File: config.mk
export PLATFORM = sky130hd
export DESIGN_NAME = uart_tx
export DESIGN_NICKNAME = d
export VERILOG_FILES = /design/src/rtl/uart_tx.sv
export SDC_FILE = /design/constraint.sdc
export NUM_CORES = 1
export LEC_CHECK = 0
export BUFFER_PORTS_ARGS = -buffer_cell sky130_fd_sc_hd__buf_2
export CORE_MARGIN = 2
export CORE_UTILIZATION = 50
export DETAILED_ROUTE_END_ITERATION = 6
export HOLD_SLACK_MARGIN = 0.12
export PLACE_DENSITY = 0.84
export SKIP_LAST_GASP = 1
export SLEW_MARGIN = 20
export SYNTH_ARGS = -nofsm -noshare
export SYNTH_HDL_FRONTEND = slang
export SYNTH_SLANG_ARGS = --single-unit
export TNS_END_PERCENT = 50
File: constraint.sdc
create_clock -name clk_i -period 1.6 [get_ports clk_i]
set_clock_uncertainty 0.05 [all_clocks]
set_input_delay 0.16 -clock clk_i [delete_from_list [all_inputs] [get_ports clk_i]]
set_output_delay 0.16 -clock clk_i [all_outputs]
set_load 0.005 [all_outputs]
File: src/rtl/uart_tx.sv
// uart_tx: byte-stream UART transmitter, 8N1 or 8E1 framing, LSB first.
// Ports: clk_i, rst_i (sync, active-high), valid_i/data_i/ready_o byte
// stream in, tx_o serial line (idle high), busy_o frame in progress.
// Define UART_TX_PARITY_EN to add an even parity bit after the data bits.
module uart_tx #(
  parameter int CLKS_PER_BIT = 16
) (
  input  logic       clk_i,
  input  logic       rst_i,
  input  logic       valid_i,
  input  logic [7:0] data_i,
  output logic       ready_o,
  output logic       tx_o,
  output logic       busy_o
);

  if (CLKS_PER_BIT < 2 || CLKS_PER_BIT > 65535) begin : g_bad_cfg
    $error("uart_tx: CLKS_PER_BIT must be 2..65535");
  end

  localparam int CW =
    (CLKS_PER_BIT < 2) ? 1 : $clog2(CLKS_PER_BIT);
  localparam logic [CW-1:0] LAST = CW'(CLKS_PER_BIT - 1);

`ifdef UART_TX_PARITY_EN
  typedef enum logic [2:0] {
    IDLE, START, DATA, PARITY, STOP
  } state_t;
`else
  typedef enum logic [2:0] {
    IDLE, START, DATA, STOP
  } state_t;
`endif

  state_t          state, state_n;
  logic [CW-1:0]   cnt, cnt_n;
  logic [2:0]      idx, idx_n;
  logic [7:0]      sh, sh_n;
  logic            tx, tx_n;
  logic            last;
  logic            accept;
`ifdef UART_TX_PARITY_EN
  logic            par, par_n;
`endif

  assign last    = (cnt == LAST);
  assign ready_o = !rst_i &&
    (state == IDLE || (state == STOP && last));
  assign accept  = valid_i & ready_o;
  assign tx_o    = tx;
  assign busy_o  = (state != IDLE);

  always_comb begin
    state_n = state;
    cnt_n   = cnt;
    idx_n   = idx;
    sh_n    = sh;
`ifdef UART_TX_PARITY_EN
    par_n   = par;
`endif
    if (state != IDLE)
      cnt_n = last ? '0 : cnt + CW'(1);
    unique case (state)
      IDLE: ;
      START:
        if (last) state_n = DATA;
      DATA:
        if (last) begin
          sh_n = {1'b0, sh[7:1]};
`ifdef UART_TX_PARITY_EN
          par_n = par ^ sh[0];
`endif
          if (idx == 3'd7) begin
`ifdef UART_TX_PARITY_EN
            state_n = PARITY;
`else
            state_n = STOP;
`endif
          end else begin
            idx_n = idx + 3'd1;
          end
        end
`ifdef UART_TX_PARITY_EN
      PARITY:
        if (last) state_n = STOP;
`endif
      STOP:
        if (last) state_n = IDLE;
      default: state_n = IDLE;
    endcase
    // Accept wins over the STOP exit so frames run back-to-back.
    if (accept) begin
      state_n = START;
      sh_n    = data_i;
      cnt_n   = '0;
      idx_n   = '0;
`ifdef UART_TX_PARITY_EN
      par_n   = 1'b0;
`endif
    end
    // Line level follows the next state so tx stays aligned with it.
    tx_n = 1'b1;
    unique case (state_n)
      START:   tx_n = 1'b0;
      DATA:    tx_n = sh_n[0];
`ifdef UART_TX_PARITY_EN
      PARITY:  tx_n = par_n;
`endif
      default: tx_n = 1'b1;
    endcase
  end

  always_ff @(posedge clk_i) begin
    if (rst_i) begin
      state <= IDLE;
      cnt   <= '0;
      idx   <= '0;
      sh    <= '0;
      tx    <= 1'b1;
`ifdef UART_TX_PARITY_EN
      par   <= 1'b0;
`endif
    end else begin
      state <= state_n;
      cnt   <= cnt_n;
      idx   <= idx_n;
      sh    <= sh_n;
      tx    <= tx_n;
`ifdef UART_TX_PARITY_EN
      par   <= par_n;
`endif
    end
  end

endmodule
### Word-level counts from Yosys, hierarchy flattened

Cells that the tools add are included.

| storage, ports and cells | value |
|---|---|
| register bits | 19 |
| input bits | 11 |
| output and inout bits | 3 |
| word-level logic and storage cells | 39 |

| operators by class | value |
|---|---|
| add/sub/neg operators | 2 |
| equal/unequal tests | 7 |
| muxes and demuxes | 11 |
| bitwise gates (word level) | 2 |
| reductions and logical operators | 11 |

Operator list:

| cell | count |
|---|---|
| 8-bit two-way mux | 3 |
| 3-bit two-way mux | 5 |
| 3-bit case mux with 4 select lines | 1 |
| 3-bit by 2-bit equality test with 1-bit output (second input constant) | 3 |
| 3-bit by 1-bit equality test with 1-bit output (second input constant) | 2 |
| 4-bit by 1-bit adder with 4-bit output (second input constant) | 1 |
| 4-bit equality test (second input constant) | 1 |
| 4-bit two-way mux | 1 |
| 2-bit nonzero test | 2 |
| 3-bit by 1-bit adder with 3-bit output (second input constant) | 1 |
| 3-bit equality test (second input constant) | 1 |
| 3-bit zero test | 1 |
| 3-bit AND reduction | 1 |
| 3-bit nonzero test | 1 |
| 1-bit logical AND | 2 |
| 1-bit case mux with 2 select lines | 1 |
| 2-bit AND reduction | 1 |
| 2-bit OR reduction | 1 |
| 1-bit bitwise AND | 1 |
| 1-bit zero test | 1 |
| 1-bit logical OR | 1 |
| 1-bit NOT | 1 |

### Depth between registers and ports, before layout

Gate-level depths: netlist (run 1).

| depth | value |
|---|---|
| depth in word-level cells | 8 |
| depth in mapped cells | 6 |
| gate-level depth less buffers | 6 |

### Worst setup path after synthesis (run 1)

Ideal clock, no wire load.

| timing path | value |
|---|---|
| path kind | register -> register |
| start point | register cnt[0] |
| end point | register sh[0] |
| library setup time | 0.080 ns |
| arrival time | 1.479 ns |
| required time | 1.470 ns |
| setup slack | -0.009 ns |
| stages on the path, launching flop included | 7 |
| path buffers | 1 |
| period minus slack after synthesis | 1.609 ns |
| path through | dfxtp_1 -> ha_1 -> nand4b_4 -> or2_1 -> buf_6 -> mux2i_1 -> a211oi_2 |

| between the ends | value |
|---|---|
| word-level cells in the longest chain between the ends | 6 |
| elaborated cells between the ends (all ways) | 8 |
| classes of those cells | eq/ne (1); mux (3); bitwise (1); reduce/logical (3) |

RTL lines:

| item | RTL line | RTL |
|---|---|---|
| start, declared | 36 | `logic [CW-1:0] cnt, cnt_n;` |
| start signal, assigned | 125 | `cnt <= cnt_n;` |
| 4-bit equality test (*) | 46 | `assign last = (cnt == LAST);` |
| 1-bit logical AND | 48 | `(state == IDLE \|\| (state == STOP && last));` |
| 1-bit logical OR | 48 |  |
| 1-bit logical AND | 47 | `assign ready_o = !rst_i &&` |
| 1-bit bitwise AND | 49 | `assign accept = valid_i & ready_o;` |
| 8-bit two-way mux (*) | 92 | `if (accept) begin` |
| end signal, assigned | 127 | `sh <= sh_n;` |
| end, declared | 38 | `logic [7:0] sh, sh_n;` |

Mark *: on every way between the ends. The rest lies on a longest branch, timed or not. The select of a mux whose other input is x is not followed.
A chain may end at the register's enable or synchronous reset.

### Worst setup path in the final report (run 1)

| timing path | value |
|---|---|
| start point | register state[2] |
| end point | output port ready_o |

| between the ends | value |
|---|---|
| word-level cells in the longest chain between the ends | 4 |
| elaborated cells between the ends (all ways) | 5 |
| classes of those cells | eq/ne (1); reduce/logical (4) |

RTL lines:

| item | RTL line | RTL |
|---|---|---|
| start, declared | 35 | `state_t state, state_n;` |
| start signal, assigned | 124 | `state <= state_n;` |
| 3-bit by 2-bit equality test with 1-bit output | 48 |  |
| 1-bit logical AND | 48 |  |
| 1-bit logical OR (*) | 48 |  |
| 1-bit logical AND (*) | 47 |  |
| end, declared | 12 | `output logic ready_o,` |

Mark *: on every way between the ends. The rest lies on a longest branch, timed or not.

==> impl_metrics.env, run 1 <==
export IMPL_violations="negative setup slack"
export IMPL_powerDensity_nw_per_um2=652
export IMPL_cts_sinks=19
export IMPL_hold_path_class="input pin to register"
export IMPL_cp_data_arrival_time_ns=1.42
export IMPL_syn_area_um2=1050
export IMPL_leakage_nw=0.606
export IMPL_crit_chain="buf_4 -> or2_2 -> nor2_1 -> buf_2"
export IMPL_multi_input_area_um2=662
export IMPL_critPathRequiredTime_ns=1.39
export IMPL_die_y_um=49.8
export IMPL_fin_ws_ns=-0.0300
export IMPL_pwr_share_clk_pct=28.8
export IMPL_switchingPower_uw=236
export IMPL_synth_edf_count=0
export IMPL_synth_fp_nets=122
export IMPL_drc_errors=0
export IMPL_synth_top_family_by_area="simple AND/OR/NAND/NOR gates"
export IMPL_maxCapViolCount=0
export IMPL_fillers=151
export IMPL_grt_pass1_vias=799
export IMPL_syn_area_per_cell_um2=9.73
export IMPL_crit_path_end_kind="output port"
export IMPL_syn_inst=108
export IMPL_synth_area_leaders="dfxtp_1, a211oi_2, mux2i_1, nor2_1, buf_6"
export IMPL_dpl_hpwl_mm=1.41
export IMPL_fin_nets=154
export IMPL_grt_usage_pct=17.6
export IMPL_synthXorXnorAreaFrac_pct=2.50
export IMPL_hold_violations=0
export IMPL_ys_seq_area_share_pct=36.2
export IMPL_cts_tree="yes"
export IMPL_first_pass_iters=4
export IMPL_status="finished with violations"
export IMPL_yosys_warnings=0
export IMPL_clk_pin_slew_ns=0.12
export IMPL_synth_fa_ha_area_share_pct=3.57
export IMPL_drt_iter0_markers=12
export IMPL_insertion_delay_ns=0.31
export IMPL_num_rows=16
export IMPL_synthArstFlopShare_pct=0
export IMPL_synth_top_area_cell="dfxtp_1"
export IMPL_grt_pass1_wl_mm=3.37
export IMPL_cts_root_buf="clkbuf_4"
export IMPL_slowest_delay_ns=0.38
export IMPL_initial_core_util_pct=53.0
export IMPL_finalCritPeriodShare_pct=102
export IMPL_wl_per_cell_um=12.9
export IMPL_cts_max_level=1
export IMPL_coreArea_um2=1980
export IMPL_die_area_um2=2480
export IMPL_grt_overflow=0
export IMPL_cp_max_fo=5
export IMPL_port_buffers=13
export IMPL_synthSimpleGateAreaFrac_pct=24.3
export IMPL_dr_total_vias=859
export IMPL_intPower_uw=657
export IMPL_irDropWorstVdd_v=0.000538
export IMPL_p_seq_share_pct=56.4
export IMPL_synth_seq_cells=19
export IMPL_slew_viol_final=0
export IMPL_vias_per_cell=5.17
export IMPL_pre_cts_slack_ns=-0.0449
export IMPL_ant_nets=0
export IMPL_rsz0062_at_grt="true"
export IMPL_area_growth_synth_to_final_pct=30.5
export IMPL_p_comb_share_pct=14.7
export IMPL_cp_num_buf_inv=2
export IMPL_cp_slowest_cell="dfxtp_1"
export IMPL_antennaDiodeCount=0
export IMPL_min_period_ns=1.63
export IMPL_switching_share_pct=26.5
export IMPL_grt_max_degree=17
export IMPL_fmax_mhz=614
export IMPL_total_power_uw=894
export IMPL_ys_types=37
export IMPL_crit_type="register to output port"
export IMPL_setup_viol=1
export IMPL_numCtsBuffers=3
export IMPL_synthMuxAreaShare_pct=6.67
export IMPL_die_x_um=49.8
export IMPL_clk_path_buf_depth=2
export IMPL_wirelength_mm=2.14
export IMPL_gp_congestion=0.785
export IMPL_synth_compound_area_share_pct=20.7
export IMPL_crit_family="simple AND/OR/NAND/NOR gates"
export IMPL_whs_ns=0.124
export IMPL_drive_gt1_share_pct=42.4
export IMPL_regArea_um2=385
export IMPL_startpoint_type="register"
export IMPL_synth_top_area_share_pct=36.2
export IMPL_synth_ff_type="dfxtp_1"
export IMPL_ios=14
export IMPL_antenna_found_initial=0
flip-flops by register name (all words and copies together) (netlist names):
signal  flops
state       3
tx_o        1
idx         3
sh          8
cnt         4
Yosys cell counts (2+ instances only):
master / n
ha_1: 3
mux2i_1: 7
or2_1: 2
o21ai_1: 3
a211oi_2: 7
a21oi_1: 8
dfxtp_1: 19
xnor2_1: 2
nor2_1: 15
inv_1: 2
nand3_1: 2
nand2_1: 8
buf_6: 4
o21ai_0: 2
nor3_2: 2
final cells by class:
cell class,count,area share [%]
Clock inverter,1,0.547
Multi-Input combinational cell,81,48.3
Inverter,3,0.821
Sequential cell,19,28.1
Clock buffer,3,1.64
Tap cell,27,2.46
Timing Repair Buffer,32,18.2
layer usage:
| metal | global-route usage [%] | part of all wire (%) | vias up |
|---|---|---|---|
| met4 | 5.56 | 1.1 | 0 |
| li1 | - | - | 446 |
| met2 | 30.0 | 52 | 11 |
| met5 | 0 | 0 | - |
| met3 | 4.24 | 2.8 | 4 |
| met1 | 21.9 | 45 | 398 |
worst reg2reg max path, cell delays in order (launching register included):
cell and delay (ns):
dfxtp_2 0.35, ha_4 0.17, buf_4 0.14, and3_1 0.20
o22ai_2 0.14, a22oi_1 0.09, a221o_1 0.32
worst paths after layout:
path	from	endpoint	slack [ns]	cells past startpoint
hold / removal	data_i[4]	sh[4]	0.12	3
setup reg to reg	cnt[1]	tx_o	0.03	6
setup / recovery	state[2]	ready_o	-0.03	4
hold reg to reg	sh[7]	sh[7]	0.44	2
metrics by stage:
step           cells  utilization [%]  setup TNS, ns  area, um2
6_report         166             69.2        -0.0300       1370
5_1_grt          166             69.2         -0.291       1370
4_1_cts          161             65.5        -0.0342       1300
3_5_place_dp     153             60.7         -0.162       1200
3_3_place_gp     153             60.7              0       1200
2_1_floorplan    108                -              0       1050
logic make-up (layout without fill, tap and decap cells):
kind of cell | count (synthesis) | in the layout
simple gates | 41 | 41
xor+xnor | 3 | 3
buf+inv | 8 | 39
compound gates | 26 | 26
fa+ha+maj | 3 | 3
flops | 19 | 19
other cells | 1 | 1
mux | 7 | 7
layout by cell type, fill, tap and decap left out, drive strengths merged:
cell         netlist  final
a221oi             1      1
a22oi              2      2
a221o              1      1
o21ai              5      5
a21oi              8      8
ha                 3      3
nand2b             1      1
mux2i              7      7
nor4b              1      1
nand3              2      2
and3               1      1
o21bai             1      1
conb               1      1
and4               1      1
inv                3      3
xor2               1      1
or2b               1      1
nand2              8      8
buf                4     27
dlygate4sd3        0      5
nor4               1      1
nor2              15     15
or3                1      1
clkinvlp           0      1
o22ai              1      1
dfxtp             19     19
nor4bb             1      1
nor3               3      3
nand4b             1      1
xnor2              2      2
nand3b             1      1
clkbuf             1      3
or2                3      3
a211oi             7      7
power groups by stage:
stage | Sequential [mW] | Combinational [mW] | Clock [mW]
finish | 0.504 | 0.132 | 0.258
global route | 0.506 | 0.144 | 0.287
CTS | 0.504 | 0.122 | 0.260
detailed placement | 0.512 | 0.111 | 0
global placement | 0.512 | 0.108 | 0
floorplan | 0.511 | 0.0672 | 0
timing repair:
item,4_1_cts,5_1_grt
gates resized for setup,6,8
hold buffers,4,1
buffers inserted,0,4
setup endpoints to repair,9,4
pin swaps,0,5
endpoints found under the hold margin,4,1
Note: power is estimated with default switching activity, not from simulation.
==> inputs of run 2 (changes only) <==
--- a/config.mk
+++ b/config.mk
@@ -11,6 +11,7 @@
 export DETAILED_ROUTE_END_ITERATION = 6
 export HOLD_SLACK_MARGIN = 0.12
 export PLACE_DENSITY = 0.84
+export SETUP_SLACK_MARGIN = 0.3
 export SKIP_LAST_GASP = 1
 export SLEW_MARGIN = 20
 export SYNTH_ARGS = -nofsm -noshare
==> impl_metrics.env, run 2 (synthesis results as in run 1) <==
export IMPL_hold_path_depth=3
export IMPL_grt_pass1_wl_mm=4.55
export IMPL_antenna_found_initial=0
export IMPL_numCtsBuffers=3
export IMPL_cp_slowest_cell="a221oi_1"
export IMPL_clk_path_buf_depth=2
export IMPL_pre_cts_slack_ns=0.0104
export IMPL_drt_iter0_markers=25
export IMPL_clk_pin_slew_ns=0.12
export IMPL_crit_type="register to register"
export IMPL_die_y_um=49.8
export IMPL_fin_ws_ns=-0.0370
export IMPL_ios=14
export IMPL_grt_pass1_vias=1014
export IMPL_drive_gt1_share_pct=51.3
export IMPL_worstReg2RegEnd="tx_o"
export IMPL_grt_overflow=0
export IMPL_total_power_uw=926
export IMPL_slew_viol_final=0
export IMPL_wirelength_mm=3.01
export IMPL_crit_chain="ha_4 -> buf_6 -> nand4b_4 -> buf_6 -> o21ai_1 -> a221oi_1 -> a221o_1"
export IMPL_num_rows=16
export IMPL_largest_reg_flops=8
export IMPL_first_pass_iters=4
export IMPL_dpl_hpwl_mm=1.47
export IMPL_powerDensity_nw_per_um2=600
export IMPL_finalCritPeriodShare_pct=102
export IMPL_r2r_slack_ns=-0.04
export IMPL_die_area_um2=2480
export IMPL_fmax_mhz=611
export IMPL_maxCapViolCount=0
export IMPL_critPathRequiredTime_ns=1.82
export IMPL_hold_violations=0
export IMPL_gp_congestion=0.788
export IMPL_cts_max_level=1
export IMPL_crit_path_frequent_cell="buf_6"
export IMPL_drc_errors=0
export IMPL_cts_sinks=19
export IMPL_cts_root_buf="clkbuf_4"
export IMPL_dp_cells=150
export IMPL_status="finished with violations"
export IMPL_vias_per_cell=5.78
export IMPL_die_x_um=49.8
export IMPL_cts_tree="yes"
export IMPL_hold_start="rst_i"
export IMPL_fin_nets=167
export IMPL_dr_total_vias=1035
export IMPL_cp_data_arrival_time_ns=1.85
export IMPL_worst_hold_path_endpoint="sh[3]"
export IMPL_min_period_ns=1.64
export IMPL_insertion_delay_ns=0.31
export IMPL_initial_core_util_pct=53.0
export IMPL_worst_r2r_path_depth=7
export IMPL_crit_path_end_kind="register"
export IMPL_cp_max_fo=4
export IMPL_setup_viol=2
export IMPL_ant_nets=0
export IMPL_wl_per_cell_um=16.8
export IMPL_grt_usage_pct=24.7
export IMPL_hold_path_class="input pin to register"
export IMPL_final_cell_mix="buf_4, dfxtp_1, buf_2"
export IMPL_irDropWorstVdd_v=0.000631
export IMPL_fillers=115
export IMPL_coreArea_um2=1980
export IMPL_antennaDiodeCount=0
export IMPL_largestRegisters="sh: 8 flops, cnt: 4 flops"
export IMPL_port_buffers=13
export IMPL_grt_max_degree=11
export IMPL_leakage_nw=0.661
export IMPL_worstReg2RegStart="cnt[0]"
export IMPL_slowest_delay_ns=0.39
export IMPL_final_cells=179
export IMPL_area_growth_synth_to_final_pct=46.9
export IMPL_layout_commonest_cell="buf_4"
export IMPL_startpoint_type="register"
export IMPL_top_register="sh"
export IMPL_violations="negative setup slack"
export IMPL_rsz0062_at_grt="true"
## run 2: cell types whose count changed in the layout (fill, tap and decap cells not counted), sizes merged
cell         change
clkinvlp         -1
or2              +1
buf              +8
clkbuf           +2
dlygate4sd3      +3
## run 2: worst max-delay path, delay by kind of cell, from the launching register on
| family | cells | cell delay [ns] |
|---|---|---|
| flip-flops | 1 | 0.38 |
| adder cells (fa/ha/maj) | 1 | 0.16 |
| buffers and inverters | 2 | 0.25 |
| AO/OA/AOI/OAI | 3 | 0.65 |
| AND/OR/NAND/NOR | 1 | 0.09 |
## run 2: repair_timing
| action | in CTS | in global routing |
|---|---|---|
| setup endpoints to repair | 19 | 20 |
| cloned | 2 | 0 |
| hold buffers | 8 | 0 |
| gates resized for setup | 22 | 11 |
| setup buffers | 11 | 4 |
| pin swaps | 12 | 6 |
| endpoints found under the hold margin | 8 | 0 |
## run 2: worst max path at each step
stage,depth (start not counted),to,startpoint
after floorplan,6,sh[5],cnt[0]
after global placement,5,sh[3],cnt[0]
after detailed placement,4,sh[4],state[0]
after CTS,7,tx_o,cnt[0]
after global routing,6,sh[1],cnt[0]
final,7,tx_o,cnt[0]
## run 2: through the flow
step	utilization, %	instance area, um2	TNS (ns)	hold slack, ns
after floorplan	-	1070	0	0.320
after global placement	59.6	1180	0	0.409
after detailed placement	59.6	1180	0	0.424
after CTS	74.2	1470	0	0.262
after global routing	77.9	1540	-0.253	0.310
final	77.9	1540	-0.0623	0.295
## run 2: per-layer routing
layer | part of all wire (%) | vias up | wire length, um | track usage [%]
met5 | 0 | - | 0 | 0
met4 | 3.6 | 0 | 108 | 14.8
met3 | 3.6 | 13 | 109 | 4.55
met2 | 55 | 38 | 1650 | 45.1
met1 | 38 | 506 | 1140 | 25.9
li1 | - | 478 | - | -
## run 2: report_power, final
| group | switching [mW] | leakage (nW) | total, mW | internal, mW |
|---|---|---|---|---|
| Clock | 0.159 | 0.0150 | 0.257 | 0.0974 |
| Sequential | 0.0196 | 0.158 | 0.507 | 0.488 |
| Combinational | 0.0731 | 0.489 | 0.162 | 0.0884 |
| Total | 0.252 | 0.661 | 0.926 | 0.674 |
## run 2: area by class of cell
type	count	area (um2)	share of cell area, %
Timing Repair Buffer	44	363	23.5
Clock buffer	4	26.3	1.70
Multi-Input combinational cell	82	716	46.4
Sequential cell	19	394	25.5
Inverter	3	11.3	0.729
Tap cell	27	33.8	2.19
==> inputs of run 3 (changes only) <==
--- a/config.mk
+++ b/config.mk
@@ -7,10 +7,10 @@
 export LEC_CHECK = 0
 export BUFFER_PORTS_ARGS = -buffer_cell sky130_fd_sc_hd__buf_2
 export CORE_MARGIN = 2
-export CORE_UTILIZATION = 50
+export CORE_UTILIZATION = 30
 export DETAILED_ROUTE_END_ITERATION = 6
 export HOLD_SLACK_MARGIN = 0.12
-export PLACE_DENSITY = 0.84
+export PLACE_DENSITY = 0.6
 export SETUP_SLACK_MARGIN = 0.3
 export SKIP_LAST_GASP = 1
 export SLEW_MARGIN = 20
==> impl_metrics.env, run 3 (synthesis results as in run 1) <==
export IMPL_grt_busiest_layer="met2"
export IMPL_min_period_ns=1.63
export IMPL_antennaDiodeCount=0
export IMPL_grt_pass1_wl_mm=3.97
export IMPL_drive_gt1_share_pct=53.0
export IMPL_hold_violations=0
export IMPL_setup_viol=4
export IMPL_area_growth_synth_to_final_pct=49.8
export IMPL_cp_max_fo=8
export IMPL_initial_core_util_pct=31.2
export IMPL_final_cell_mix="buf_4, buf_2, dfxtp_1"
export IMPL_die_x_um=63.2
export IMPL_total_power_uw=912
export IMPL_grt_pass1_vias=943
export IMPL_top_register="sh"
export IMPL_clk_path_buf_depth=2
export IMPL_crit_path_end_kind="register"
export IMPL_final_util_pct=46.8
export IMPL_grt_use_met3_pct=4.64
export IMPL_coreArea_um2=3360
export IMPL_wl_per_cell_um=12.8
export IMPL_finalCritPeriodShare_pct=102
export IMPL_met1_usage_pct=14.5
export IMPL_r2r_slack_ns=-0.03
export IMPL_irDropWorstVdd_v=0.000530
export IMPL_powerDensity_nw_per_um2=580
export IMPL_hold_start="rst_i"
export IMPL_grt_util_met2_pct=22.3
export IMPL_hold_path_depth=3
export IMPL_maxCapViolCount=0
export IMPL_final_cells=195
export IMPL_rsz0062_at_grt="true"
export IMPL_gp_congestion=0.741
export IMPL_worst_r2r_path_depth=7
export IMPL_cts_max_level=1
export IMPL_antenna_found_initial=0
export IMPL_largest_reg_flops=8
export IMPL_ant_nets=0
export IMPL_dr_total_vias=936
export IMPL_fmax_mhz=613
export IMPL_grt_max_degree=17
export IMPL_die_area_um2=3990
export IMPL_hold_path_class="input pin to register"
export IMPL_wirelength_mm=2.50
export IMPL_drc_errors=0
export IMPL_status="finished with violations"
export IMPL_fin_nets=164
export IMPL_dpl_hpwl_mm=1.50
export IMPL_cp_data_arrival_time_ns=1.82
export IMPL_largestRegisters="sh: 8 flops, cnt: 4 flops"
export IMPL_slew_viol_final=0
export IMPL_numCtsBuffers=3
export IMPL_clk_pin_slew_ns=0.11
export IMPL_dp_cells=170
export IMPL_violations="negative setup slack"
export IMPL_leakage_nw=0.665
export IMPL_die_y_um=63.2
export IMPL_drt_iter0_markers=35
export IMPL_port_buffers=13
export IMPL_layout_commonest_cell="buf_4"
export IMPL_ios=14
export IMPL_crit_type="register to register"
export IMPL_critPathRequiredTime_ns=1.78
export IMPL_cts_sinks=19
export IMPL_fin_ws_ns=-0.0314
export IMPL_num_rows=21
export IMPL_worstReg2RegStart="cnt[0]"
export IMPL_cts_tree="yes"
export IMPL_insertion_delay_ns=0.30
export IMPL_vias_per_cell=4.80
export IMPL_worstReg2RegEnd="sh[2]"
export IMPL_grt_usage_pct=12.6
export IMPL_startpoint_type="register"
export IMPL_cts_root_buf="clkbuf_4"
export IMPL_grt_overflow=0
export IMPL_worst_hold_path_endpoint="state[1]"
export IMPL_first_pass_iters=4
## run 3: worst max-delay path, stage by stage, from the launching register on
cell and delay, ns:
dfxtp_4 0.37, ha_4 0.17, and4_4 0.20, buf_12 0.12
a22oi_4 0.23, clkbuf_16 0.21, nor2_4 0.03, a211oi_2 0.18
## run 3: where the power goes
part | internal [mW] | total (mW) | switching [mW]
registers | 0.487 | 0.504 | 0.0167
clock network | 0.0973 | 0.251 | 0.154
logic | 0.0877 | 0.158 | 0.0698
## run 3: layout make-up
cell class                      count  area (um2)
Clock buffer                        4        26.3
Sequential cell                    19         397
Fill cell                         342        1790
Tap cell                           46        57.6
Timing Repair Buffer               42         357
Multi-Input combinational cell     81         726
Inverter                            3        11.3
## run 3: how the worst max path moves through the flow
stage,from,endpoint,depth (start not counted)
after global placement,state[2],sh[1],4
final,cnt[0],sh[2],7
after global routing,cnt[0],sh[7],7
after floorplan,cnt[0],sh[5],6
after CTS,cnt[0],ready_o,5
after detailed placement,state[0],sh[6],4
## run 3: per-stage QoR
step                      hold WS (ns)  setup WS, ns  area, um2   TNS [ns]
after floorplan                  0.320         0.156       1070          0
after CTS                        0.128     -0.000907       1420  -0.000907
after detailed placement         0.423       -0.0521       1210     -0.236
after global routing             0.261       -0.0869       1570     -0.505
final                            0.251       -0.0314       1570    -0.0714
after global placement           0.416        0.0170       1210          0
## run 3: what timing repair did
action | in CTS | in global routing
hold endpoints to repair | 7 | 1
gates resized for setup | 12 | 23
endpoints found under the setup margin | 19 | 20
hold buffers | 7 | 1
pin swaps | 4 | 5
buffers inserted | 8 | 4
cloned | 0 | 1
## run 3: metal layers
| layer | wire length (um) | vias up | share of wire (%) |
|---|---|---|---|
| li1 | - | 473 | - |
| met5 | 0 | - | 0 |
| met2 | 1300 | 22 | 52 |
| met3 | 97 | 4 | 3.9 |
| met4 | 14 | 0 | 0.56 |
| met1 | 1080 | 437 | 43 |
